===== src/rtl/aes_req_rsp_ctrl.sv =====
// Request/response controller for the pipelined AES core: serialises plaintext+key
// jobs into 64-bit request words and reassembles 64-bit response words into results.
module aes_req_rsp_ctrl #(
  parameter int NUM_REQ_WORDS   = 4,
  parameter int NUM_RSP_WORDS   = 22,
  parameter int MAX_OUTSTANDING = 2
) (
  input  logic         clk,
  input  logic         rst_n,
  input  logic         job_valid,
  output logic         job_ready,
  input  logic [127:0] job_data,
  input  logic [127:0] job_key,
  output logic         req_valid,
  input  logic         req_ready,
  output logic [63:0]  req_data,
  input  logic         rsp_valid,
  output logic         rsp_ready,
  input  logic [63:0]  rsp_data,
  output logic         res_valid,
  input  logic         res_ready,
  output logic [127:0] res_data,
  output logic [127:0] res_last_rkey,
  output logic [3:0]   outstanding,
  output logic         err_unexpected,
  output logic [15:0]  res_count
);

  localparam int TXW = $clog2(NUM_REQ_WORDS) + 1;
  localparam int RXW = $clog2(NUM_RSP_WORDS) + 1;
  localparam logic [TXW-1:0] TX_LAST    = TXW'(NUM_REQ_WORDS - 1);
  localparam logic [RXW-1:0] RX_LAST    = RXW'(NUM_RSP_WORDS - 1);
  localparam logic [RXW-1:0] RX_RKEY_LO = RXW'(NUM_RSP_WORDS - 2);
  localparam logic [3:0]     MAX_OUT    = 4'(MAX_OUTSTANDING);

  typedef enum logic {TX_IDLE, TX_SEND} tx_state_e;
  typedef enum logic {RX_COLLECT, RX_OUT} rx_state_e;

  tx_state_e      tx_state_q, tx_state_d;
  rx_state_e      rx_state_q, rx_state_d;
  logic [TXW-1:0] tx_cnt_q, tx_cnt_d, tx_cnt_inc_s;
  logic [RXW-1:0] rx_cnt_q, rx_cnt_d;
  logic [127:0]   job_data_q, job_data_d, job_key_q, job_key_d;
  logic [63:0]    req_data_q, req_data_d;
  logic [127:0]   res_data_q, res_data_d, res_rkey_q, res_rkey_d;
  logic [3:0]     outstanding_q, outstanding_d;
  logic           err_q, err_d;
  logic [15:0]    res_count_q, res_count_d;
  logic           tx_done_s, res_done_s, rsp_hs_s, unexp_s;

  function automatic logic [63:0] req_word(input logic [TXW-1:0] idx,
                                           input logic [127:0] d,
                                           input logic [127:0] k);
    logic [63:0] w;
    case (idx)
      TXW'(0): w = d[127:64];
      TXW'(1): w = d[63:0];
      TXW'(2): w = k[127:64];
      TXW'(3): w = k[63:0];
      default: w = 64'h0;
    endcase
    return w;
  endfunction

  assign job_ready      = (tx_state_q == TX_IDLE) && (outstanding_q < MAX_OUT);
  assign req_valid      = (tx_state_q == TX_SEND);
  assign req_data       = req_data_q;
  assign rsp_ready      = (rx_state_q == RX_COLLECT);
  assign res_valid      = (rx_state_q == RX_OUT);
  assign res_data       = res_data_q;
  assign res_last_rkey  = res_rkey_q;
  assign outstanding    = outstanding_q;
  assign err_unexpected = err_q;
  assign res_count      = res_count_q;

  assign tx_cnt_inc_s = tx_cnt_q + TXW'(1);
  assign rsp_hs_s     = rsp_valid && rsp_ready;
  // A word arriving with nothing in flight and no collection started is a protocol error.
  assign unexp_s      = rsp_hs_s && (rx_cnt_q == RXW'(0)) && (outstanding_q == 4'd0);

  always_comb begin
    tx_state_d = tx_state_q;
    tx_cnt_d   = tx_cnt_q;
    job_data_d = job_data_q;
    job_key_d  = job_key_q;
    req_data_d = req_data_q;
    tx_done_s  = 1'b0;
    case (tx_state_q)
      TX_IDLE: begin
        if (job_valid && job_ready) begin
          job_data_d = job_data;
          job_key_d  = job_key;
          tx_cnt_d   = TXW'(0);
          req_data_d = req_word(TXW'(0), job_data, job_key);
          tx_state_d = TX_SEND;
        end else begin
          req_data_d = 64'h0;
        end
      end
      TX_SEND: begin
        if (req_ready && (tx_cnt_q == TX_LAST)) begin
          tx_cnt_d   = tx_cnt_inc_s;
          tx_done_s  = 1'b1;
          req_data_d = 64'h0;
          tx_state_d = TX_IDLE;
        end else if (req_ready) begin
          tx_cnt_d   = tx_cnt_inc_s;
          req_data_d = req_word(tx_cnt_inc_s, job_data_q, job_key_q);
        end else begin
          tx_cnt_d = tx_cnt_q;
        end
      end
      default: begin
        tx_state_d = TX_IDLE;
        req_data_d = 64'h0;
      end
    endcase
  end

  always_comb begin
    rx_state_d = rx_state_q;
    rx_cnt_d   = rx_cnt_q;
    res_data_d = res_data_q;
    res_rkey_d = res_rkey_q;
    res_done_s = 1'b0;
    case (rx_state_q)
      RX_COLLECT: begin
        if (rsp_hs_s && !unexp_s) begin
          if (rx_cnt_q == RXW'(0))          res_data_d[63:0]   = rsp_data;
          else if (rx_cnt_q == RXW'(1))     res_data_d[127:64] = rsp_data;
          else if (rx_cnt_q == RX_RKEY_LO)  res_rkey_d[63:0]   = rsp_data;
          else if (rx_cnt_q == RX_LAST)     res_rkey_d[127:64] = rsp_data;
          else                              res_data_d         = res_data_q;
          if (rx_cnt_q == RX_LAST) begin
            rx_cnt_d   = RXW'(0);
            rx_state_d = RX_OUT;
          end else begin
            rx_cnt_d = rx_cnt_q + RXW'(1);
          end
        end else begin
          rx_cnt_d = rx_cnt_q;
        end
      end
      RX_OUT: begin
        if (res_ready) begin
          res_done_s = 1'b1;
          rx_state_d = RX_COLLECT;
        end else begin
          rx_state_d = RX_OUT;
        end
      end
      default: rx_state_d = RX_COLLECT;
    endcase
  end

  // Shared bookkeeping: in-flight count (saturating both ways), sticky error, result counter.
  always_comb begin
    outstanding_d = outstanding_q;
    if (tx_done_s && !res_done_s) begin
      outstanding_d = (outstanding_q < MAX_OUT) ? outstanding_q + 4'd1 : outstanding_q;
    end else if (res_done_s && !tx_done_s) begin
      outstanding_d = (outstanding_q != 4'd0) ? outstanding_q - 4'd1 : outstanding_q;
    end else begin
      outstanding_d = outstanding_q;
    end
    err_d       = err_q | unexp_s;
    res_count_d = res_done_s ? res_count_q + 16'd1 : res_count_q;
  end

  always_ff @(posedge clk or negedge rst_n) begin
    if (!rst_n) begin
      tx_state_q    <= TX_IDLE;
      rx_state_q    <= RX_COLLECT;
      tx_cnt_q      <= TXW'(0);
      rx_cnt_q      <= RXW'(0);
      job_data_q    <= 128'h0;
      job_key_q     <= 128'h0;
      req_data_q    <= 64'h0;
      res_data_q    <= 128'h0;
      res_rkey_q    <= 128'h0;
      outstanding_q <= 4'd0;
      err_q         <= 1'b0;
      res_count_q   <= 16'd0;
    end else begin
      tx_state_q    <= tx_state_d;
      rx_state_q    <= rx_state_d;
      tx_cnt_q      <= tx_cnt_d;
      rx_cnt_q      <= rx_cnt_d;
      job_data_q    <= job_data_d;
      job_key_q     <= job_key_d;
      req_data_q    <= req_data_d;
      res_data_q    <= res_data_d;
      res_rkey_q    <= res_rkey_d;
      outstanding_q <= outstanding_d;
      err_q         <= err_d;
      res_count_q   <= res_count_d;
    end
  end

endmodule

===== config.mk =====
export PLATFORM = sky130hd
export DESIGN_NAME = aes_req_rsp_ctrl
export DESIGN_NICKNAME = d
export VERILOG_FILES = /design/src/rtl/aes_req_rsp_ctrl.sv
export SDC_FILE = /design/constraint.sdc
export NUM_CORES = 1
export LEC_CHECK = 0
export BUFFER_PORTS_ARGS = -buffer_cell sky130_fd_sc_hd__buf_2
export CAP_MARGIN = 15
export CELL_PAD_IN_SITES_DETAIL_PLACEMENT = 1
export CELL_PAD_IN_SITES_GLOBAL_PLACEMENT = 1
export CORE_MARGIN = 8
export CORE_UTILIZATION = 31
export DETAILED_ROUTE_END_ITERATION = 12
export PLACE_DENSITY = 0.64
export SYNTH_ARGS = -nofsm -noshare
export SYNTH_HDL_FRONTEND = slang
export SYNTH_SLANG_ARGS = --single-unit

===== constraint.sdc =====
create_clock -name clk -period 3.1 [get_ports clk]
set_input_delay 0.62 -clock clk [delete_from_list [all_inputs] [get_ports clk]]
set_output_delay 0.62 -clock clk [all_outputs]
set_load 0.005 [all_outputs]

======== Yosys cells after proc, flatten, opt, wreduce, memory -nomap -nowiden ========
Index checks and enable logic that the tools add are counted.
storage, ports and cells
  input port bits ......................... 326
  word-level logic and storage cells ...... 87
  output and inout bits ................... 345
  bits in registers ....................... 608
cells by class
  order comparisons ....................... 1
  bitwise logic cells ..................... 6
  equal/unequal tests ..................... 10
  reductions and logical operators ........ 26
  muxes and demuxes ....................... 25
  add/subtract/negate cells ............... 5
operators by type and width
  operator                                                     count
  one-hot mux 64 bit (4 select lines)                          1
  two-way mux 64 bit                                           3
  one-hot mux 64 bit (2 select lines)                          1
  adder 16 x 1 -> 16 bit (second input constant)               1
  two-way mux 4 bit                                            4
  == test 6 x 5 -> 1 bit (second input constant)               2
  == test 3 x 2 -> 1 bit (second input constant)               3
  logical AND 1 bit                                            9
  two-way mux 1 bit                                            9
  two-way mux 3 bit                                            3
  adder 6 x 1 -> 6 bit (second input constant)                 1
  == test 6 x 1 -> 1 bit (second input constant)               1
  logical NOT 6 bit                                            1
  two-way mux 6 bit                                            1
  one-hot mux 3 bit (2 select lines)                           1
  AND reduction 2 bit                                          3
  AND reduction 3 bit                                          2
  AND reduction 6 bit                                          1
  inverter 1 bit                                               5
  AND reduction 5 bit                                          1
  adder 4 x 1 -> 4 bit (second input constant)                 1
  logical NOT 4 bit                                            1
  less-than comparator 4 x 2 -> 1 bit (second input constant)  1
  one-hot mux 1 bit (2 select lines)                           2
  other kinds (12)                                             15

======== Logic depth before layout (Yosys ltp) ========
  depth after elaboration ................. 8
  mapped depth ............................ 10
  mapped depth without buffers ............ 10

======== Least setup slack after synthesis ========
Ideal clock, no wire load.
  path type ............................... register to register
  start point ............................. register tx_cnt_q[0]
  end point ............................... register outstanding_q[3] (netlist: outstanding[3])
  arrival time ............................ 2.070 ns
  path slack .............................. 0.909 ns
  clock period less this slack ............ 2.191 ns
  cell stages (with the launch flop) ...... 11
  library setup time ...................... 0.121 ns
  data required time ...................... 2.979 ns
  path buffers ............................ 0
  cell sequence ........................... dfrtp_1 > ha_1 > ha_1 > and3_1 > ha_1 > inv_1 > ha_1 > a21o_1 > a21oi_1 > o21bai_1 > nand2_1
on the way
  longest elaborated chain between the ends .. 8
  elaborated cells on any way between the ends .. 12
  those cells by class .................... eq/ne: 2; mux: 3; reduce/logical: 7
ends and longest elaborated chain
  element                        line  RTL
  start, declared                41    logic [TXW-1:0] tx_cnt_q, tx_cnt_d, tx_cnt_inc_s;
  start signal, assigned         187   tx_cnt_q <= tx_cnt_d;
  == test 3 x 2 -> 1 bit (*)     101   if (req_ready && (tx_cnt_q == TX_LAST)) begin
  logical AND 1 bit (*)          101
  two-way mux 1 bit (*)          101
  two-way mux 1 bit (*)          88    case (tx_state_q)
  logical NOT 1 bit              161   end else if (res_done_s && !tx_done_s) begin
  logical AND 1 bit              161
  nonzero test 2 bit (no line)   n/a
  AND reduction 3 bit (no line)  n/a
  end signal, assigned           194   outstanding_q <= outstanding_d;
  end, declared                  46    logic [3:0] outstanding_q, outstanding_d;
Every way passes the cells marked *; elsewhere a longest branch is shown, timed or not.
A chain may end at the register's enable or synchronous reset.

======== Final worst setup path ========
  start point ............................. register outstanding_q[3] (netlist: outstanding[3])
  end point ............................... output port job_ready
on the way
  longest elaborated chain between the ends .. 2
ends and longest elaborated chain
  element                              line  RTL
  less-than comparator 4 x 2 -> 1 bit  65    assign job_ready = (tx_state_q == TX_IDLE) && (outstanding_q < MAX_OUT);
  logical AND 1 bit                    65
  end, declared                        11    output logic job_ready,
No other way between the ends.

==> flow_summary.ini <==
[sta]
tns_ns = 0
drv_slew = 0
finalSetupViolations = 0
worstMarginPinSlew_ns = 0.823
layout_setup_ws_ns = 0.367
hold_viol_final = 0
rsz0062_at_grt = no
period_needed_ns = 2.73
finalCritPeriodShare_pct = 88.2
relSlewSlack_pct = 45.1
fmax_mhz = 366
skew_ns = 0.0294

[layout]
synthToLayoutAreaGrowth_pct = 28.0
drive_above_1_share_pct = 36.8
fin_cells = 4071
nets = 3296

[global_route]
antenna_found_initial = 14
grt_pass1_vias = 22018
grt_pass1_wl_um = 139000
grt_max_degree = 127
grt_use_total_pct = 19.6
overflow = 0

[clocking]
cts_tree = built
post_cts_buffers = 0
cts_max_level = 3
cts_root_buffer = clkbuf_16
numCtsBuffers = 70
cts_resized = 0
clk_pin_slew_ns = 0.06
clk_path_buf_depth = 3
worstSkewPairLatency_ns = 0.60
cts_sinks = 608
cts_hold_buf = 0

[setup_path]
cp_data_arrival_time_ns = 2.11
reg2reg_slack_ns = 0.41
reg2reg_depth = 7
worstSetupStartpoint = outstanding[3]
crit-reg2reg-capture = res_data[99]
crit_type = flip-flop to primary output
endpoint = job_ready
critPathMaxFanout = 8
cp-start-kind = flip-flop
cp_data_required_time_ns = 2.48
crit_path_end_kind = primary output
rr_startpoint = rx_cnt_q[1]

[routing]
drt-initial-drc-count = 1276
wl_um = 92000
antenna_left = 0
via_per_inst = 4.89
wire_per_inst_um = 22.6
vias = 19926
dr.pass1.iters = 6
remaining_drc_errors = 0

[floorplanning]
die_y_um = 301
placementRows = 104
coreArea_sq_um = 80300
die_area_sq_um = 90300
die_w_um = 301
initial_core_util_pct = 31.3
pin_count = 671

[synthesis]
synth_largest_area_cell = dfrtp_1
yosysMostFrequentCell = nand2_1
synth_cell_type_count = 48
postSynthCellCount = 2301
synth_commonest_cells = nand2_1 (911), dfrtp_1 (608), mux2_2 (197)
synth_seq_cells = 608
yosys.area.top_type_share_pct = 60.6
yosysWarnings = 0
synth_edf_count = 0
synth_seq_area_share_pct = 60.6
syn_area_per_cell_sq_um = 10.9
netlist_area_sq_um = 25100
synthTopCellsByArea = dfrtp_1 (61%), nand2_1 (14%), mux2_2 (8.8%)
synth_fp_nets = 2641
ys_async_sr_fraction_pct = 100
synthFlopType = dfrtp_1

[power]
power_density_nw_per_um2 = 982
leakage_nw = 17.2
ir_drop_uv = 442
fin_total_pwr_mw = 31.5

[flow_run]
cap_violations = 0

[hold_path]
hold_path.class = primary input to asynchronous set/reset pin

[outcome]
status = finished, final reports clean

[placement]
port_buffers = 670
dp_cells = 3944
hpwl_um = 66700
pre_cts_slack_ns = 0.402
gp_congestion = 0.816
[power breakdown]
part           switching, mW  internal (mW)
Clock                   3.41           5.00
Combinational           5.11           4.49
Sequential              2.18           11.4
Total                   10.7           20.9
[worst max-delay path, cell delays in order (launching register included)]
cell,delay (ns)
dfrtp_1,0.47
or3_1,0.65
nor2_1,0.25
buf_2,0.16
[metrics by stage]
| step | utilization (%) | hold WS [ns] | area, sq um |
|---|---|---|---|
| after global placement | 37.1 | 0.457 | 29800 |
| after global routing | 40.0 | 0.0312 | 32100 |
| after detailed placement | 37.1 | 0.462 | 29800 |
| final | 40.0 | 0.0162 | 32100 |
| after floorplan | - | 0.324 | 25100 |
| after CTS | 40.0 | 0.0159 | 32100 |
[cells in the final DEF (no fill, tap or decap), types with 60 or more instances in the layout]
cell type | Yosys | layout
a31oi_1 | 68 | 68
buf_2 | 32 | 669
o21ai_0 | 73 | 73
nand2_1 | 911 | 911
nor2_1 | 71 | 71
a222oi_1 | 64 | 64
mux2_4 | 60 | 60
clkbuf_16 | 0 | 72
mux2_2 | 197 | 197
dfrtp_1 | 608 | 608
[kinds of logic after synthesis]
group           count (synthesis)  synth area share (%)
compound gates                220                  6.16
flops                         608                  60.6
xor+xnor                       17                 0.593
fa+ha+maj                      14                 0.728
simple gates                 1030                  15.9
buf+inv                       155                  3.54
mux                           257                  12.4
[sequential cells by signal, summed over array words and instances, names as in the netlist, 3 cells and up]
register	count
tx_cnt_q	3
rx_cnt_q	6
job_key_q	128
outstanding	4
res_last_rkey	128
req_data	64
res_data	128
res_count	16
job_data_q	128
[layer usage]
| layer | GRT usage, % | share of wire, % | vias up |
|---|---|---|---|
| li1 | - | - | 9003 |
| met1 | 25.1 | 42 | 10098 |
| met5 | 0 | 0.023 | - |
| met4 | 6.77 | 3.0 | 4 |
| met3 | 4.97 | 7.2 | 133 |
| met2 | 32.3 | 48 | 688 |
[how the worst min path moves through the flow]
| stage | from | endpoint |
|---|---|---|
| floorplan | rst_n | err_unexpected |
| global placement | job_key_q[90] | job_key_q[90] |
| detailed placement | job_key_q[33] | job_key_q[33] |
| CTS | rst_n | req_data[53] |
| global route | rst_n | req_data[53] |
| finish | rst_n | req_data[53] |
[cell type report]
class / count / area, sq um
Clock inverter: 21 / 288
Tap cell: 1060 / 1330
Multi-Input combinational cell: 1538 / 9040
Clock buffer: 100 / 2070
Timing Repair Buffer: 726 / 4130
Sequential cell: 608 / 15200
Antenna cell: 6 / 15.0
Fill cell: 9080 / 48200
Inverter: 12 / 45.0
No activity file was read; power rests on OpenSTA's default activity.
